File: src/rtl/controller_if.sv
// Status/control bundle between the accumulator CPU datapath and its controller.
// The datapath side uses the master modport; the controller uses the slave modport.
interface controller_if;
   logic [3:0] IrToCU;
   logic [4:0] DiToCU;
   logic [2:0] CznToCU;
   logic       pcInc;
   logic       pcLoadEn;
   logic       diLoadEn;
   logic       irWriteEn;
   logic       trWriteEn;
   logic       aRegWriteEn;
   logic       bRegWriteEn;
   logic       aluResWriteEn;
   logic       accumulatorWriteEn;
   logic       memoryWriteEn;
   logic       ldCZN;
   logic       PcOrTR;
   logic       regOrMem;
   logic       RegBOr0;
   logic       RegAOr0;
   logic [1:0] accAddressSel;
   logic [1:0] aluOpControl;
   logic       instrDone;

   modport master (
      output IrToCU, DiToCU, CznToCU,
      input  pcInc, pcLoadEn, diLoadEn, irWriteEn, trWriteEn, aRegWriteEn,
             bRegWriteEn, aluResWriteEn, accumulatorWriteEn, memoryWriteEn,
             ldCZN, PcOrTR, regOrMem, RegBOr0, RegAOr0, accAddressSel,
             aluOpControl, instrDone
   );

   modport slave (
      input  IrToCU, DiToCU, CznToCU,
      output pcInc, pcLoadEn, diLoadEn, irWriteEn, trWriteEn, aRegWriteEn,
             bRegWriteEn, aluResWriteEn, accumulatorWriteEn, memoryWriteEn,
             ldCZN, PcOrTR, regOrMem, RegBOr0, RegAOr0, accAddressSel,
             aluOpControl, instrDone
   );
endinterface

File: src/rtl/controller.sv
// Multi-cycle Moore control unit for the 8-bit accumulator CPU.
// Optional feature: define CU_COND_BRANCH_EN to make JZ/JC branch on Z/C;
// otherwise JZ/JC behave as 2-byte NOPs (JMP always loads the PC).
module controller (
   input  logic        clk,
   input  logic        rst,
   controller_if.slave bus
);

   typedef enum logic [3:0] {
      S_FETCH  = 4'd0,
      S_DECODE = 4'd1,
      S_FETCH2 = 4'd2,
      S_MEM_RD = 4'd3,
      S_M_EXEC = 4'd4,
      S_M_WB   = 4'd5,
      S_ST_LD  = 4'd6,
      S_ST_ALU = 4'd7,
      S_ST_WR  = 4'd8,
      S_JUMP   = 4'd9,
      S_R_LDB  = 4'd10,
      S_R_LDA  = 4'd11,
      S_R_EXEC = 4'd12,
      S_R_WB   = 4'd13
   } state_t;

   state_t     state_q;
   state_t     state_d;
   logic [2:0] op3;
   logic       is_movr;
   logic       branch_taken;
   logic [7:0] unused_status;

   assign op3     = bus.IrToCU[3:1];
   assign is_movr = bus.IrToCU[0];

   // DI is latched for the datapath only; N never steers a branch.
   assign unused_status = {bus.DiToCU, bus.CznToCU};

`ifdef CU_COND_BRANCH_EN
   // Branch decision from the live flags while sitting in JUMP.
   always_comb begin
      branch_taken = 1'b0;
      case (op3)
         3'b100:  branch_taken = 1'b1;
         3'b101:  branch_taken = bus.CznToCU[1];
         3'b110:  branch_taken = bus.CznToCU[0];
         default: branch_taken = 1'b0;
      endcase
   end
`else
   // Only the unconditional jump reloads the PC.
   always_comb begin
      branch_taken = 1'b0;
      if (op3 == 3'b100) begin
         branch_taken = 1'b1;
      end
   end
`endif

   // Next-state sequencing through fetch, decode, memory, ALU and write-back.
   always_comb begin
      state_d = state_q;
      case (state_q)
         S_FETCH:  state_d = S_DECODE;
         S_DECODE: state_d = (op3 == 3'b111) ? S_R_LDB : S_FETCH2;
         S_FETCH2: begin
            case (op3)
               3'b000, 3'b010, 3'b011: state_d = S_MEM_RD;
               3'b001:                 state_d = S_ST_LD;
               3'b100, 3'b101, 3'b110: state_d = S_JUMP;
               default:                state_d = S_FETCH;
            endcase
         end
         S_MEM_RD: state_d = S_M_EXEC;
         S_M_EXEC: state_d = S_M_WB;
         S_M_WB:   state_d = S_FETCH;
         S_ST_LD:  state_d = S_ST_ALU;
         S_ST_ALU: state_d = S_ST_WR;
         S_ST_WR:  state_d = S_FETCH;
         S_JUMP:   state_d = S_FETCH;
         S_R_LDB:  state_d = S_R_LDA;
         S_R_LDA:  state_d = S_R_EXEC;
         S_R_EXEC: state_d = S_R_WB;
         S_R_WB:   state_d = S_FETCH;
         default:  state_d = S_FETCH;
      endcase
   end

   // State register; reset parks the machine in FETCH.
   always_ff @(posedge clk or negedge rst) begin
      if (!rst) begin
         state_q <= S_FETCH;
      end else begin
         state_q <= state_d;
      end
   end

   // Moore control decode; every line is forced low while reset is held.
   always_comb begin
      bus.pcInc              = 1'b0;
      bus.pcLoadEn           = 1'b0;
      bus.diLoadEn           = 1'b0;
      bus.irWriteEn          = 1'b0;
      bus.trWriteEn          = 1'b0;
      bus.aRegWriteEn        = 1'b0;
      bus.bRegWriteEn        = 1'b0;
      bus.aluResWriteEn      = 1'b0;
      bus.accumulatorWriteEn = 1'b0;
      bus.memoryWriteEn      = 1'b0;
      bus.ldCZN              = 1'b0;
      bus.PcOrTR             = 1'b0;
      bus.regOrMem           = 1'b0;
      bus.RegBOr0            = 1'b0;
      bus.RegAOr0            = 1'b0;
      bus.accAddressSel      = '0;
      bus.aluOpControl       = '0;
      bus.instrDone          = 1'b0;
      if (rst) begin
         case (state_q)
            S_FETCH: begin
               bus.PcOrTR    = 1'b1;
               bus.irWriteEn = 1'b1;
               bus.pcInc     = 1'b1;
            end
            S_DECODE: bus.diLoadEn = 1'b1;
            S_FETCH2: begin
               bus.PcOrTR    = 1'b1;
               bus.trWriteEn = 1'b1;
               bus.pcInc     = 1'b1;
            end
            S_MEM_RD: begin
               bus.bRegWriteEn = 1'b1;
               bus.aRegWriteEn = 1'b1;
            end
            S_M_EXEC: begin
               bus.aluResWriteEn = 1'b1;
               bus.ldCZN         = 1'b1;
               if (op3 == 3'b000) begin
                  bus.RegAOr0 = 1'b1;
               end
               if (op3 == 3'b011) begin
                  bus.aluOpControl = 2'b01;
               end
            end
            S_M_WB: begin
               bus.accumulatorWriteEn = 1'b1;
               bus.instrDone          = 1'b1;
            end
            S_ST_LD: begin
               bus.regOrMem    = 1'b1;
               bus.bRegWriteEn = 1'b1;
            end
            S_ST_ALU: begin
               bus.RegAOr0       = 1'b1;
               bus.aluResWriteEn = 1'b1;
            end
            S_ST_WR: begin
               bus.memoryWriteEn = 1'b1;
               bus.instrDone     = 1'b1;
            end
            S_JUMP: begin
               bus.pcLoadEn  = branch_taken;
               bus.instrDone = 1'b1;
            end
            S_R_LDB: begin
               bus.regOrMem      = 1'b1;
               bus.accAddressSel = 2'b01;
               bus.bRegWriteEn   = 1'b1;
            end
            S_R_LDA: begin
               bus.accAddressSel = 2'b10;
               bus.aRegWriteEn   = 1'b1;
            end
            S_R_EXEC: begin
               bus.aluResWriteEn = 1'b1;
               bus.ldCZN         = ~is_movr;
               bus.RegAOr0       = is_movr;
            end
            S_R_WB: begin
               bus.accAddressSel      = 2'b10;
               bus.accumulatorWriteEn = 1'b1;
               bus.instrDone          = 1'b1;
            end
            default: begin
               bus.instrDone = 1'b0;
            end
         endcase
      end
   end

endmodule

File: src/flat_wrapper.sv
// flat-port wrapper written by rule: the top's interface ports become plain ports
module controller_flat 
  (clk, rst, bus_IrToCU, bus_DiToCU, bus_CznToCU, bus_pcInc, bus_pcLoadEn, bus_diLoadEn, bus_irWriteEn, bus_trWriteEn, bus_aRegWriteEn, bus_bRegWriteEn, bus_aluResWriteEn, bus_accumulatorWriteEn, bus_memoryWriteEn, bus_ldCZN, bus_PcOrTR, bus_regOrMem, bus_RegBOr0, bus_RegAOr0, bus_accAddressSel, bus_aluOpControl, bus_instrDone);
  controller_if bus_i ();
  input  logic clk;
  input  logic rst;
  input wire logic [$bits(bus_i.IrToCU)-1:0] bus_IrToCU;
  input wire logic [$bits(bus_i.DiToCU)-1:0] bus_DiToCU;
  input wire logic [$bits(bus_i.CznToCU)-1:0] bus_CznToCU;
  output wire logic [$bits(bus_i.pcInc)-1:0] bus_pcInc;
  output wire logic [$bits(bus_i.pcLoadEn)-1:0] bus_pcLoadEn;
  output wire logic [$bits(bus_i.diLoadEn)-1:0] bus_diLoadEn;
  output wire logic [$bits(bus_i.irWriteEn)-1:0] bus_irWriteEn;
  output wire logic [$bits(bus_i.trWriteEn)-1:0] bus_trWriteEn;
  output wire logic [$bits(bus_i.aRegWriteEn)-1:0] bus_aRegWriteEn;
  output wire logic [$bits(bus_i.bRegWriteEn)-1:0] bus_bRegWriteEn;
  output wire logic [$bits(bus_i.aluResWriteEn)-1:0] bus_aluResWriteEn;
  output wire logic [$bits(bus_i.accumulatorWriteEn)-1:0] bus_accumulatorWriteEn;
  output wire logic [$bits(bus_i.memoryWriteEn)-1:0] bus_memoryWriteEn;
  output wire logic [$bits(bus_i.ldCZN)-1:0] bus_ldCZN;
  output wire logic [$bits(bus_i.PcOrTR)-1:0] bus_PcOrTR;
  output wire logic [$bits(bus_i.regOrMem)-1:0] bus_regOrMem;
  output wire logic [$bits(bus_i.RegBOr0)-1:0] bus_RegBOr0;
  output wire logic [$bits(bus_i.RegAOr0)-1:0] bus_RegAOr0;
  output wire logic [$bits(bus_i.accAddressSel)-1:0] bus_accAddressSel;
  output wire logic [$bits(bus_i.aluOpControl)-1:0] bus_aluOpControl;
  output wire logic [$bits(bus_i.instrDone)-1:0] bus_instrDone;
  assign bus_i.IrToCU = bus_IrToCU;
  assign bus_i.DiToCU = bus_DiToCU;
  assign bus_i.CznToCU = bus_CznToCU;
  assign bus_pcInc = bus_i.pcInc;
  assign bus_pcLoadEn = bus_i.pcLoadEn;
  assign bus_diLoadEn = bus_i.diLoadEn;
  assign bus_irWriteEn = bus_i.irWriteEn;
  assign bus_trWriteEn = bus_i.trWriteEn;
  assign bus_aRegWriteEn = bus_i.aRegWriteEn;
  assign bus_bRegWriteEn = bus_i.bRegWriteEn;
  assign bus_aluResWriteEn = bus_i.aluResWriteEn;
  assign bus_accumulatorWriteEn = bus_i.accumulatorWriteEn;
  assign bus_memoryWriteEn = bus_i.memoryWriteEn;
  assign bus_ldCZN = bus_i.ldCZN;
  assign bus_PcOrTR = bus_i.PcOrTR;
  assign bus_regOrMem = bus_i.regOrMem;
  assign bus_RegBOr0 = bus_i.RegBOr0;
  assign bus_RegAOr0 = bus_i.RegAOr0;
  assign bus_accAddressSel = bus_i.accAddressSel;
  assign bus_aluOpControl = bus_i.aluOpControl;
  assign bus_instrDone = bus_i.instrDone;
  controller u_core (.clk(clk), .rst(rst), .bus(bus_i));
endmodule
File: config.mk
export PLATFORM = sky130hd
export DESIGN_NAME = controller_flat
export DESIGN_NICKNAME = d
export VERILOG_FILES = /design/src/rtl/controller_if.sv /design/src/rtl/controller.sv /design/src/flat_wrapper.sv
export SDC_FILE = /design/constraint.sdc
export NUM_CORES = 1
export LEC_CHECK = 0
export CELL_PAD_IN_SITES_DETAIL_PLACEMENT = 0
export CELL_PAD_IN_SITES_GLOBAL_PLACEMENT = 1
export CORE_AREA = 2 2 54 56
export CTS_CLUSTER_SIZE = 14
export DETAILED_ROUTE_END_ITERATION = 7
export DIE_AREA = 0 0 56 58
export GPL_TIMING_DRIVEN = 0
export PLACE_DENSITY_LB_ADDON = 0.1
export SLEW_MARGIN = 20
export SYNTH_ARGS = -nofsm -noshare
export SYNTH_HDL_FRONTEND = slang
export SYNTH_SLANG_ARGS = --single-unit
File: constraint.sdc
create_clock -name clk -period 1.3 [get_ports clk]
set_clock_uncertainty 0.15 [all_clocks]
set_input_delay 0.26 -clock clk [delete_from_list [all_inputs] [get_ports clk]]
set_output_delay 0.26 -clock clk [all_outputs]
set_load 0.005 [all_outputs]
=== Yosys cells after proc, flatten, opt, wreduce, memory -nomap -nowiden ===
Cells that the tools add are included.

* Bits in registers: 4
* Bits of input ports: 14
* Logic and storage cells: 72

* Equality and inequality tests: 20
* Mux-type cells: 38
* Bitwise gates (word level): 1
* Reductions and logical operators: 12

{| class="wikitable"
|+ Operators with widths
! kind !! number
|-
| case mux 4 bit (10 select lines) || 1
|-
| 2-to-1 mux 1 bit || 29
|-
| == test 4 bit (second input constant) || 6
|-
| == test 4 x 3 -> 1 bit (second input constant) || 4
|-
| == test 3 bit (second input constant) || 4
|-
| case mux 4 bit (3 select lines) || 1
|-
| OR reduction 3 bit || 4
|-
| OR reduction 2 bit || 5
|-
| == test 4 x 2 -> 1 bit (second input constant) || 2
|-
| == test 3 x 2 -> 1 bit (second input constant) || 2
|-
| 2-to-1 mux 2 bit || 3
|-
| == test 4 x 1 -> 1 bit (second input constant) || 1
|-
| zero test 4 bit || 1
|-
| 2-to-1 mux 4 bit || 1
|-
| case mux 2 bit (2 select lines) || 1
|-
| OR reduction 4 bit || 1
|-
| == test 3 x 1 -> 1 bit (second input constant) || 1
|-
| zero test 3 bit || 1
|-
| case mux 1 bit (3 select lines) || 1
|-
| case mux 1 bit (2 select lines) || 1
|-
| NOT 1 bit || 1
|}

=== Depth between registers and ports, before layout ===
Gate-level depths: netlist of run 1.

* Depth after elaboration: 4
* Mapped depth: 5
* Depth with buffers taken out: 3

=== Worst setup path after synthesis of run 1 ===
No wires, ideal clock.

* Kind: register -> output
* Start: reg u_core.state_q[3]
* End: out bus_pcInc
* Arrival time: 1150 ps
* Data required time: 890 ps
* Path slack: -260 ps
* Stages on the path, launching flop included: 5
* Path buffers: 3
* Cells stage by stage: dfrtp_1 buf_2 buf_2 nor3_1 buf_4

* Cells in the longest elaborated chain, start to end: 4
* Elaborated cells between the ends (all ways): 5
* Classes of those cells: eq/ne: 1; mux: 2; reduce/logical: 2

{| class="wikitable"
|+ RTL lines
! what !! line !! RTL
|-
| start, declared || controller.sv:27 || <nowiki>state_t state_q;</nowiki>
|-
| start signal, assigned || controller.sv:95 || <nowiki>state_q <= state_d;</nowiki>
|-
| == test 4 x 2 -> 1 bit or zero test 4 bit (tied branches) || -- ||
|-
| OR reduction 2 bit (no line) * || -- ||
|-
| 2-to-1 mux 1 bit * (2 in series) || -- ||
|-
| end, declared || flat_wrapper.sv:10 || <nowiki>output wire logic [$bits(bus_i.pcInc)-1:0] bus_pcInc;</nowiki>
|}

Mark *: on every way between the ends. The rest lies on a longest branch, timed or not.

=== Final worst setup path of run 1 ===
* Start: reg u_core.state_q[1]
* End: out bus_aluOpControl[0]

* Cells in the longest elaborated chain, start to end: 3

{| class="wikitable"
|+ RTL lines
! what !! line !! RTL
|-
| == test 4 x 3 -> 1 bit || controller.sv:120 || <nowiki>case (state_q)</nowiki>
|-
| 2-to-1 mux 2 bit || controller.sv:120 ||
|-
| 2-to-1 mux 2 bit || controller.sv:119 || <nowiki>if (rst) begin</nowiki>
|-
| end, declared || flat_wrapper.sv:26 || <nowiki>output wire logic [$bits(bus_i.aluOpControl)-1:0] bus_aluOpControl;</nowiki>
|}

No other way between the ends.

==> run summary, run 1 <==
Tot Pwr = 2360 uW
vias in the first global route = 770
Worst VDD drop = 0.00122 V
Most used DFF post-synth = dfrtp_1
switching power = 933 uW
first-pass GRT wire length = 3430 um
clock slew at reported path FFs = 0.04 ns
cell row count = 19
per-cell routed wire length = 12.9 um
Crit Path Class = flop to primary output
WP data required = 0.89 ns
sequential power share = 0.118
Synth area leader = dfrtp_1
DIE HEIGHT = 58 um
most frequent cells in the layout = buf_4 (25), buf_2 (17), buf_6 (15)
setup-violating endpoint count in the final report = 22
cell area after synthesis = 534 sq um
max reg flops = 4
HPWL after DPL = 1180 um
failing checks = negative setup slack
Finished Layout Cells = 161
reg2reg path depth = 5
CP arrival = 1.47 ns
Area Overhead vs Synth = 128%
area of placed instances = 848 sq um
htree depth = 1
top cells by area, synth = dfrtp_1 (19%), buf_4 (5.6%), xnor2_1 (4.9%), a21oi_1 (4.7%), buf_2 (4.7%)
synth unique cells = 33
Worst Setup Start Kind = flop
Inserted Diodes = 0
Largest Register = u_core.state_q
Largest stage delay, worst path = 0.45 ns
Vias/cell = 4.55
routability cong. = 0.726
CP endpoint = bus_aluOpControl[0]
final worst-path cycle share = 1.44
Core ar. = 2660 sq um
delay-heaviest family, CP = simple AND/OR/NAND/NOR gates
root buffer cell = clkbuf_4
RSZ-0062 raised after global routing = true
crit path launch = u_core.state_q[1]
largest net degree at the start of global routing = 11
number of synthesized flops with an enable pin = 0
R2R setup slack = -0.28 ns
Lkg Pwr = 0.000565 uW
most common cell after layout, fill and taps aside = buf_4
top flop regs = u_core.state_q (4)
Iter 0 DRT Violations = 8
combinational share of power = 0.818
layout cell share with drive strength beyond 1 = 0.700
final instance area = 1220 sq um
r2r endpoint = u_core.state_q[3]
dpl cells = 127
YS warnings = 0
Port Buffers = 22
Power Density = 1940 nW/um^2
Final Hold Vio Count = 0
CP Max Fanout = 5
# DRC = 0
Synth Instances = 73
worst skew pair latency = 0.23 ns
Mapped Avg Cell Area = 7.32 sq um
Async S/R FF share, synth = 1.00
Fmax = 533 MHz
HP Class = input pin to flop
Total GRT Usage = 0.132
critical-path cell list = or2_4 > or2_4 > nor4_2 > buf_2
die area = 3250 sq um
Switching Share = 0.395
# clock sinks = 4
Most common cell on crit path = or2_4
Int Pwr = 1430 uW
CTS max path bufs = 2
WP depth = 4
sequential cell area fraction in the yosys report = 0.187
post-route ant nets = 0
synthesized flop and latch total = 4
DR vias = 733
final wirelength = 2080 um
final worst setup slack = -0.575 ns
critical path capture point type = primary output
Setup TNS Final = -8.29 ns
Initial Utilization = 0.201
post-route minimum period = 1.88 ns
WP buf/inv = 1
Pre-Repair DR Iteration Count = 3
initial antenna violation count = 0
Slew Limit Fails = 0
grt ovf = 0
MaxCap Viol Count = 0
Final nets = 146
critical-path cell with the highest stage delay = dfrtp_2
cts bufs inserted = 3
Synth top area share = 0.187
reg2reg start = u_core.state_q[0]
Die Width = 56 um
Hold WS = 0.317 ns
I/O pins = 34
Clock power frac = 0.065
CTS tree = done
status = finished with violations
through the flow:
stage,setup WS [ns],utilization
3_3_place_gp,-1.26,0.319
5_1_grt,-0.647,0.458
6_report,-0.575,0.458
3_5_place_dp,-1.27,0.319
4_1_cts,-0.601,0.446
2_1_floorplan,-0.219,-
layout make-up:
| cell class | instances | area [sq um] |
|---|---|---|
| Buffer | 8 | 78.8 |
| Clock buffer | 3 | 22.5 |
| Fill cell | 270 | 1440 |
| Inverter | 1 | 3.75 |
| Multi-Input combinational cell | 58 | 529 |
| Sequential cell | 4 | 104 |
| Tap cell | 31 | 38.8 |
| Timing Repair Buffer | 56 | 442 |
cell usage after synthesis (2+ instances only):
| cell | number |
|---|---|
| nand2_1 | 6 |
| a21oi_1 | 5 |
| buf_2 | 5 |
| nor2_1 | 5 |
| o21ai_0 | 5 |
| buf_4 | 4 |
| dfrtp_1 | 4 |
| nor3_1 | 4 |
| nand2b_1 | 3 |
| nand3b_1 | 3 |
| xnor2_1 | 3 |
| nor2b_1 | 2 |
| nor3b_1 | 2 |
| nor4_1 | 2 |
| or2_1 | 2 |
worst min path at each step:
stage                             start                end  slack [ns]  cells past startpoint
after floorplan                     rst  u_core.state_q[0]       -0.19                      0
after global placement              rst  u_core.state_q[1]        0.44                      1
after detailed placement            rst  u_core.state_q[1]        0.44                      1
after CTS                 bus_IrToCU[3]  u_core.state_q[1]        0.31                      4
after global routing      bus_IrToCU[3]  u_core.state_q[2]        0.33                      4
final                     bus_IrToCU[3]  u_core.state_q[1]        0.32                      4
worst register-to-register path: stages, from the launching register on:
cell and delay (ns):
dfrtp_2 0.43, buf_4 0.15, buf_4 0.13, or3b_1 0.34
a31o_1 0.18, a21oi_1 0.13
what timing repair did:
| action | in CTS | in global routing |
|---|---|---|
| hold buffers | 1 | 0 |
| setup endpoints to repair | 21 | 22 |
| endpoints found under the hold margin | 4 | 0 |
| gates resized for setup | 119 | 12 |
| cloned | 0 | 0 |
| pin swaps | 21 | 8 |
| buffers inserted | 30 | 4 |
cells by family (layout without fill, tap and decap cells):
group | after synthesis | after routing | share of synthesized area
AOI/OAI and AO/OA | 17 | 17 | 0.215
buffers and inverters | 12 | 68 | 0.138
other | 1 | 2 | 0.00702
DFF | 4 | 4 | 0.187
and+or+nand+nor | 35 | 35 | 0.386
xor gates and xnor gates | 4 | 4 | 0.0656
power by group through the flow:
| stage | logic (uW) | registers (uW) | clock network [uW] |
|---|---|---|---|
| after floorplan | 745 | 209 | 0 |
| after global placement | 1090 | 223 | 0 |
| after detailed placement | 1080 | 220 | 0 |
| after CTS | 1850 | 254 | 165 |
| after global routing | 2070 | 283 | 173 |
| final | 1930 | 278 | 153 |
metal layers:
| layer | routed length, um | share of wire | track usage |
|---|---|---|---|
| met5 | 0 | 0 | 0 |
| met4 | 8 | 0.0038 | 0.0408 |
| met3 | 94 | 0.045 | 0.0290 |
| met2 | 1110 | 0.53 | 0.244 |
| met1 | 871 | 0.42 | 0.153 |
(Power assumes the default switching activity.)
==> run 2, diff against run 1 <==
--- a/config.mk
+++ b/config.mk
@@ -5,12 +5,13 @@
 export SDC_FILE = /design/constraint.sdc
 export NUM_CORES = 1
 export LEC_CHECK = 0
+export ABC_AREA = 1
 export CELL_PAD_IN_SITES_DETAIL_PLACEMENT = 0
 export CELL_PAD_IN_SITES_GLOBAL_PLACEMENT = 1
-export CORE_AREA = 2 2 54 56
+export CORE_AREA = 2 2 55 57
 export CTS_CLUSTER_SIZE = 14
 export DETAILED_ROUTE_END_ITERATION = 7
-export DIE_AREA = 0 0 56 58
+export DIE_AREA = 0 0 57 59
 export GPL_TIMING_DRIVEN = 0
 export PLACE_DENSITY_LB_ADDON = 0.1
 export SLEW_MARGIN = 20
==> run 2 against run 1 <==
  * The flow still finishes with violations (negative setup slack)
  * Synthesized area shrank 11%
  * Setup slack gained 0.086 ns
  * Final area shrank 3.2%
  * Power shrank 8.9%
  * Final cell count grew 13%
  * Highest routed layer unchanged
  * Worst hold slack gained 0.12 ns
  * Fmax grew 4.8%
  * Register-to-register slack lost 0.18 ns
  * Critical path depth grew 2
  * Die area grew 3.5%
==> run summary, run 2 <==
Pre-Repair DR Iteration Count = 4
sequential cell area fraction in the yosys report = 0.209
HP Class = input pin to flop
post-route ant nets = 0
Post-synth top cells = nand2_1 (26), nor2_1 (20), inv_1 (9), nand3_1 (8), inv_2 (5)
number of synthesized flops with an enable pin = 0
largest net degree at the start of global routing = 10
die area = 3360 sq um
Post-Synth XOR/XNOR Area = 0
Finished Layout Cells = 182
Initial Utilization = 0.176
Iter 0 DRT Violations = 20
CTS max path bufs = 2
Slew Limit Fails = 0
initial antenna violation count = 0
RSZ-0062 raised after global routing = true
Core ar. = 2710 sq um
worst skew pair latency = 0.23 ns
max reg flops = 4
layout cell share with drive strength beyond 1 = 0.642
synthesized flop and latch total = 4
adder-cell share of the synthesized area = 0
root buffer cell = clkbuf_4
Final Hold Vio Count = 0
Most used DFF post-synth = dfrtp_1
critical path capture point type = primary output
most common cell after layout, fill and taps aside = buf_4
first-pass GRT wire length = 3330 um
clock slew at reported path FFs = 0.04 ns
grt ovf = 0
per-cell routed wire length = 11.4 um
top flop regs = u_core.state_q (4)
post-synthesis simple-gate area fraction = 0.529
Total GRT Usage = 0.128
cell row count = 19
Mapped Avg Cell Area = 5.37 sq um
Fmax = 559 MHz
Vias/cell = 4.14
Lkg Pwr = 0.000630 uW
Synth Area in Compound Gates = 0.0733
final worst-path cycle share = 1.38
post-route minimum period = 1.79 ns
routability cong. = 0.797
area of placed instances = 776 sq um
most frequent cells in the layout = buf_4 (24), nand2_1 (18), buf_6 (14), buf_2 (13), nor2_1 (8)
setup-violating endpoint count in the final report = 22
YS warnings = 0
Hold WS = 0.438 ns
# DRC = 0
Place WS = -1.21 ns
cts bufs inserted = 3
top-count cell post-synth = nand2_1
Final nets = 166
cell area after synthesis = 478 sq um
Worst VDD drop = 0.000739 V
MaxCap Viol Count = 0
Async S/R FF share, synth = 1.00
Crit Path Class = flop to primary output
vias in the first global route = 731
CP arrival = 1.38 ns
Synth area leader = dfrtp_1
I/O pins = 34
top cells by area, synth = dfrtp_1 (21%), nand2_1 (20%), nor2_1 (16%), nand3_1 (8.4%), inv_1 (7.1%)
synth unique cells = 16
Largest Register = u_core.state_q
final wirelength = 2080 um
CP Max Fanout = 5
failing checks = negative setup slack
Worst Setup Start Kind = flop
Power Density = 1820 nW/um^2
Port Buffers = 23
HPWL after DPL = 1270 um
dpl cells = 144
DIE HEIGHT = 59 um
final worst setup slack = -0.489 ns
DR vias = 753
# clock sinks = 4
Inserted Diodes = 0
fillers = 290
Area Overhead vs Synth = 147%
Die Width = 57 um
main combinational cell family by area after synthesis = simple AND/OR/NAND/NOR gates
status = finished with violations
final instance area = 1180 sq um
multiplexer area fraction after synthesis = 0
htree depth = 1
Synth top area share = 0.209
Setup TNS Final = -8.53 ns
Synth Instances = 89
CTS tree = done
WP data required = 0.89 ns
-- run 2: cell types whose count changed in the layout (fill, tap and decap cells not counted), moves of 3 or more --
cell	delta
buf_2	-4
nand2b_4	-3
nor2_2	+6
nor2_1	+4
nand2_1	+14
nand3_1	+6
nor2_4	+7
nand3b_1	-3
inv_1	+6
nand2_2	+4
inv_2	+6
-- run 2: worst paths after layout --
path / from / slack, ns / end / cells after the start
hold reg to reg: u_core.state_q[2] / 0.63 / u_core.state_q[2] / 4
setup / recovery: u_core.state_q[0] / -0.49 / bus_ldCZN / 6
max in group asynchronous: rst / 0.34 / u_core.state_q[0] / 2
hold / removal: bus_IrToCU[1] / 0.44 / u_core.state_q[2] / 5
min in group asynchronous: rst / 0.47 / u_core.state_q[2] / 2
setup reg to reg: u_core.state_q[0] / -0.46 / u_core.state_q[2] / 10
-- run 2: logic make-up (layout without fill, tap and decap cells) --
group	after synthesis	in the layout
and+or+nand+nor	59	59
buffers and inverters	18	79
AOI/OAI and AO/OA	7	7
other	1	2
DFF	4	4
-- run 2: where the power goes --
| part | switching, uW | leakage, uW | internal, uW |
|---|---|---|---|
| sequential | 79.7 | 0.0000487 | 180 |
| combinational | 768 | 0.000566 | 958 |
| clock | 50.0 | 0.0000150 | 115 |
-- run 2: final cells by class --
cell class / count / area [sq um] / area share
plain buffers: 4 / 33.8 / 0.0286
clock buffers: 4 / 26.3 / 0.0223
inverters: 14 / 55.1 / 0.0467
multi-input cells: 68 / 432 / 0.366
flip-flops and latches: 4 / 103 / 0.0870
well taps: 31 / 38.8 / 0.0329
repair buffers: 57 / 492 / 0.417
-- run 2: stage by stage --
step,utilization,total power [uW]
after floorplan,-,707
after global placement,0.286,1040
after detailed placement,0.286,1030
after CTS,0.406,1950
after global routing,0.435,2300
final,0.435,2150
-- run 2: worst max-delay path, stage by stage (launching register included) --
cell     delay, ns
dfrtp_2       0.47
nor2_4        0.17
buf_4         0.13
buf_6         0.07
nand3_1       0.07
a21oi_1       0.11
buf_2         0.12
-- run 2: per-layer routing --
metal	vias to the layer above	GRT usage	share of wire
met1	337	0.160	0.40
li1	396	-	-
met4	0	0.0598	0.018
met2	18	0.212	0.52
met3	2	0.0284	0.056
met5	-	0	0
-- run 2: repair_timing --
item,CTS,global route
hold buffers,1,0
buffers inserted,29,4
pin swaps,16,6
cloned,0,0
endpoints found under the setup margin,18,22
gates resized for setup,102,20
hold endpoints to repair,4,0
==> edit 1 (flow settings as in run 2) <==
Reset style: synchronous (`rst`), changed in one clocked block.
--- a/src/rtl/controller.sv
+++ b/src/rtl/controller.sv
@@ -88,7 +88,7 @@
    end
 
    // State register; reset parks the machine in FETCH.
-   always_ff @(posedge clk or negedge rst) begin
+   always_ff @(posedge clk) begin
       if (!rst) begin
          state_q <= S_FETCH;
       end else begin
Function: no difference found for any inputs over 10 cycles, from zero or initial values and one cycle with rst low; that may be too few to reach the edited logic, so the function may still have changed.
==> edit 1 against run 2 <==
  * The flow still finishes with violations (setup timing)
  * Area after synthesis increased by 15%
  * Setup slack better by 0.0033 ns
  * Register-to-register slack improved by 0.27 ns
  * Sequential cell count stayed put
  * Routed wire length is 17% higher
  * Global-route usage grew 1.2 points
  * Cell count increased by 6.0%
  * Total power shrank 28%
  * Cell area is 9.1% higher
  * Critical path type unchanged
  * Critical endpoint is now bus_RegAOr0
  * Largest cell class is now multi-input combinational cells
==> edit 1: results (changes against run 2) <==
[outcome]
status = finished, violations left  ; unchanged
violations = setup timing  ; unchanged

[grt]
grt_use_total_pct = 14.0  ; was 12.8%
grt_pass1_wl_mm = 3.66  ; was 3.33 mm
grt_pass1_vias = 820  ; was 731
grt_max_degree = 11  ; was 10
antenna_found_initial = 0  ; unchanged

[drt]
vias = 864  ; was 753
drt-pass1-iter-count = 4  ; unchanged
wl_per_cell_microns = 12.6  ; was 11.4 microns
drt_iter0_markers = 4  ; was 20

[clock_tree]
htree_levels = 1  ; unchanged
clock_latency_ns = 0.23  ; about the same
clkTransAtPathRegs_ns = 0.04  ; about the same
cts_buffer_depth = 2  ; unchanged
numCtsBuffers = 3  ; unchanged
cts-root-buf = clkbuf_4  ; unchanged

[timing]
setup_tns_ns = -7.04  ; was -8.53 ns
setup_viol = 22  ; unchanged
fin_ws_ns = -0.486  ; was -0.489 ns

[worst_setup_path]
arrival_ns = 1.38  ; about the same
crit_slowest_cell = dfxtp_2  ; was dfrtp_2
crit_fanout = 5  ; unchanged
slowest_delay_ns = 0.32  ; was 0.47 ns
cp_top_family = buffers and inverters  ; was flip-flops

[placed_design]
dpl_cell_area_sq_um = 827  ; was 776 sq um
numPortBuffers = 23  ; unchanged
place_ws_ns = -0.950  ; was -1.21 ns
post-place-cells = 158  ; was 144
gp_congestion = 0.831  ; was 0.797
dp_hpwl_mm = 1.40  ; was 1.27 mm

[logic_synthesis]
yosys_warnings = 0  ; unchanged
ys_seq_area_share_pct = 14.6  ; was 20.9%
synthTopCellsByCount = nand2_1 (32), nor2_1 (28), nand3_1 (6)  ; was nand2_1 (26), nor2_1 (20), inv_1 (9)
synthesis.instances = 103  ; was 89
synth-main-ff-cell = dfxtp_1  ; was dfrtp_1
async_flop_share_pct = 0  ; was 100%
synthTopCellsByArea = nand2_1 (22%), nor2_1 (19%), dfxtp_1 (15%)  ; was dfrtp_1 (21%), nand2_1 (20%), nor2_1 (16%)
ys_types = 21  ; was 16

[cells_and_area]
fin_cells = 193  ; was 182
diodes = 0  ; unchanged
nNetsFinal = 178  ; was 166
largestRegisters = u_core.state_q: 4 flops  ; unchanged
drive_above_1_share_pct = 68.5  ; was 64.2%

[hold_path]
hold_class = input port to flop  ; unchanged

[pwr]
leakage_uw = 0.000651  ; was 0.000630 uW
vdd_drop_max_mv = 0.715  ; was 0.739 mV

-- edit 1: power by group --
group          internal [uW]  switching, uW  leakage [uW]
sequential               170           46.6     0.0000353
combinational            595            589      0.000602
clock                    103           47.8     0.0000138
total                    868            683      0.000651
-- edit 1: timing repair --
action	in CTS	in global routing
pin swaps	26	24
gates resized for setup	124	31
endpoints found under the setup margin	21	22
setup buffers	28	7
-- edit 1: worst paths after layout --
check,from,to,slack (ns),depth (start not counted)
min reg2reg,u_core.state_q[0],u_core.state_q[2],0.59,5
max,u_core.state_q[2],bus_RegAOr0,-0.49,8
min,rst,u_core.state_q[0],0.38,3
max reg2reg,u_core.state_q[3],u_core.state_q[3],-0.19,9
-- edit 1: metal layers --
metal	share of wire (%)	routed length (microns)	track usage (%)	vias up
met5	0	0	0	-
met4	2.3	55	6.31	0
met3	6.5	158	3.49	6
met2	53	1270	24.1	32
met1	39	936	16.5	385
li1	-	-	-	441
-- edit 1: cells by family (layout without fill, tap and decap cells) --
| family | after synthesis | count (layout) | synth area share [%] |
|---|---|---|---|
| compound gates | 7 | 7 | 7.29 |
| buf+inv | 15 | 73 | 15.7 |
| flops | 4 | 4 | 14.6 |
| other cells | 1 | 2 | 0.683 |
| simple gates | 76 | 76 | 61.7 |
-- edit 1: tightest hold or removal path, delay by kind of cell --
family	cells	cell delay (ns)
buf+inv	2	0.40
compound gates	1	0.06
-- edit 1: cell type report --
cell class,count,area (sq um)
Fill cell,285,1420
Multi-Input combinational cell,85,564
Timing Repair Buffer,56,478
Sequential cell,4,92.6
Inverter,9,46.3
Buffer,5,45.0
Tap cell,31,38.8
Clock buffer,3,22.5
==> edit 2 (config.mk and constraints of run 2) <==
Without the edit above. Build with the macro `CU_COND_BRANCH_EN` defined.
--- a/src/rtl/controller.sv
+++ b/src/rtl/controller.sv
@@ -1,6 +1,8 @@
 // Multi-cycle Moore control unit for the 8-bit accumulator CPU.
 // Optional feature: define CU_COND_BRANCH_EN to make JZ/JC branch on Z/C;
 // otherwise JZ/JC behave as 2-byte NOPs (JMP always loads the PC).
+`define CU_COND_BRANCH_EN
+
 module controller (
    input  logic        clk,
    input  logic        rst,
Formal check against the unedited RTL: not equivalent (Yosys sat finds a counterexample within 4 cycles, from zero or initial values and one cycle with rst low).
==> edit 2 against run 2 <==
  * Setup slack worse by 0.057 ns
  * Cell area increased by 1.5%
  * Total power shrank 4.9%
  * Die area unchanged
  * Core utilization grew 0.65 points
  * Sequential power rose by 10%
  * Fmax shrank 3.1%
  * Sequential share of layout area increased by 0.082 points
  * Highest routed layer unchanged
  * Sequential cell count stayed put
  * Area after synthesis up 7.9%
  * The flow still finishes with violations (setup timing)
  * Routed wire length up 1.2%
==> edit 2: results (changes against run 2) <==
[logic_synthesis]
async_flop_share_pct = 100  ; unchanged
yosys_warnings = 0  ; unchanged
ys_types = 18  ; was 16
ys_seq_area_share_pct = 19.4  ; was 20.9%
synthTopCellsByCount = nand2_1 (32), nor2_1 (20), inv_1 (11)  ; was nand2_1 (26), nor2_1 (20), inv_1 (9)
avgSynthCellArea_sq_um = 5.26  ; was 5.37 sq um
synth-main-ff-cell = dfrtp_1  ; unchanged
synthTopCellsByArea = nand2_1 (23%), dfrtp_1 (19%), nor2_1 (15%)  ; was dfrtp_1 (21%), nand2_1 (20%), nor2_1 (16%)

[outcome]
violations = setup timing  ; unchanged
status = finished, violations left  ; unchanged

[placed_design]
place_ws_ns = -1.09  ; was -1.21 ns
gp_congestion = 0.738  ; was 0.797
dp_hpwl_mm = 1.33  ; was 1.27 mm
numPortBuffers = 24  ; was 23
post-place-cells = 154  ; was 144

[pwr]
p_sw_uw = 882  ; was 898 uW
leakage_uw = 0.000665  ; was 0.000630 uW
vdd_drop_max_mv = 0.732  ; was 0.739 mV

[worst_setup_path]
r2r_slack_ns = -0.31  ; was -0.46 ns
crit_fanout = 4  ; was 5
crit_slowest_cell = dfrtp_2  ; unchanged
arrival_ns = 1.44  ; was 1.38 ns
slowest_delay_ns = 0.44  ; was 0.47 ns

[grt]
grt_max_degree = 11  ; was 10
grt_pass1_wl_mm = 3.35  ; was 3.33 mm
grt_use_total_pct = 12.8  ; about the same
antenna_found_initial = 0  ; unchanged
grt_pass1_vias = 765  ; was 731

[cells_and_area]
drive_above_1_share_pct = 62.8  ; was 64.2%
nNetsFinal = 171  ; was 166
largestRegisters = u_core.state_q: 4 flops  ; unchanged
fin_cells = 187  ; was 182
diodes = 0  ; unchanged

[drt]
drt-pass1-iter-count = 4  ; unchanged
vias = 810  ; was 753
wl_per_cell_microns = 11.3  ; was 11.4 microns
drt_iter0_markers = 7  ; was 20

[clock_tree]
numCtsBuffers = 3  ; unchanged
cts_buffer_depth = 2  ; unchanged
clock_latency_ns = 0.24
htree_levels = 1  ; unchanged
clkTransAtPathRegs_ns = 0.05
cts-root-buf = clkbuf_4  ; unchanged

[timing]
hold_ws_ns = 0.301  ; was 0.438 ns
setup_viol = 21  ; was 22
fin_ws_ns = -0.546  ; was -0.489 ns

[hold_path]
hold_class = input port to flop  ; unchanged

==> edit 2: repair_timing <==
item,CTS,global route
pin swaps,21,7
setup endpoints to repair,20,22
endpoints found under the hold margin,4,0
gates cloned,0,0
resized for setup,109,16
buffers inserted,24,4
hold buffers,1,0
==> edit 2: path summary, 6_finish.rpt <==
path                              startpoint           endpoint  cells past startpoint
setup / recovery           u_core.state_q[2]       bus_pcLoadEn                      7
hold / removal                 bus_IrToCU[3]  u_core.state_q[0]                      4
setup reg to reg           u_core.state_q[3]  u_core.state_q[0]                     11
hold reg to reg            u_core.state_q[0]  u_core.state_q[0]                      5
max in group asynchronous                rst  u_core.state_q[0]                      2
min in group asynchronous                rst  u_core.state_q[3]                      2
==> edit 2: area by class of cell <==
class                   instances  area [sq um]
well taps                      31          38.8
plain buffers                   4          27.5
flip-flops and latches          4           105
repair buffers                 53           458
fillers                       297          1510
multi-input cells              77           482
clock buffers                   4          26.3
inverters                      14          60.1
==> edit 2: worst max-delay path: cells and delay by family, from the launching register on <==
kind	cells	cell delay, ns
buffers and inverters	3	0.38
DFF	1	0.44
and+or+nand+nor	4	0.38
==> edit 2: through the flow <==
stage	cell area, sq um	setup TNS, ns	total power, uW
2_1_floorplan	546	-0.118	721
3_3_place_gp	825	-18.06	1060
3_5_place_dp	825	-17.75	1050
4_1_cts	1130	-8.83	1880
5_1_grt	1200	-10.76	2200
6_report	1200	-9.10	2050
==> edit 2: cell families after synthesis <==
kind of cell	synth area share [%]
AO/OA/AOI/OAI	5.82
buffers and inverters	15.5
AND/OR/NAND/NOR	58.5
flip-flops	19.4
other	0.727
==> edit 2: power groups by stage <==
| stage | Combinational, uW | Clock, uW | Sequential [uW] |
|---|---|---|---|
| 2_1_floorplan | 457 | 0 | 264 |
| 3_3_place_gp | 778 | 0 | 281 |
| 3_5_place_dp | 771 | 0 | 281 |
| 4_1_cts | 1430 | 176 | 272 |
| 5_1_grt | 1710 | 188 | 300 |
| 6_report | 1580 | 175 | 286 |
==> edit 2: routing by layer <==
metal | routed length (microns) | vias to the layer above | track usage (%)
met5 | 0 | - | 0
met4 | 13 | 0 | 4.98
met3 | 86 | 2 | 0.218
met2 | 1160 | 18 | 24.8
met1 | 849 | 376 | 14.8
li1 | - | 414 | -
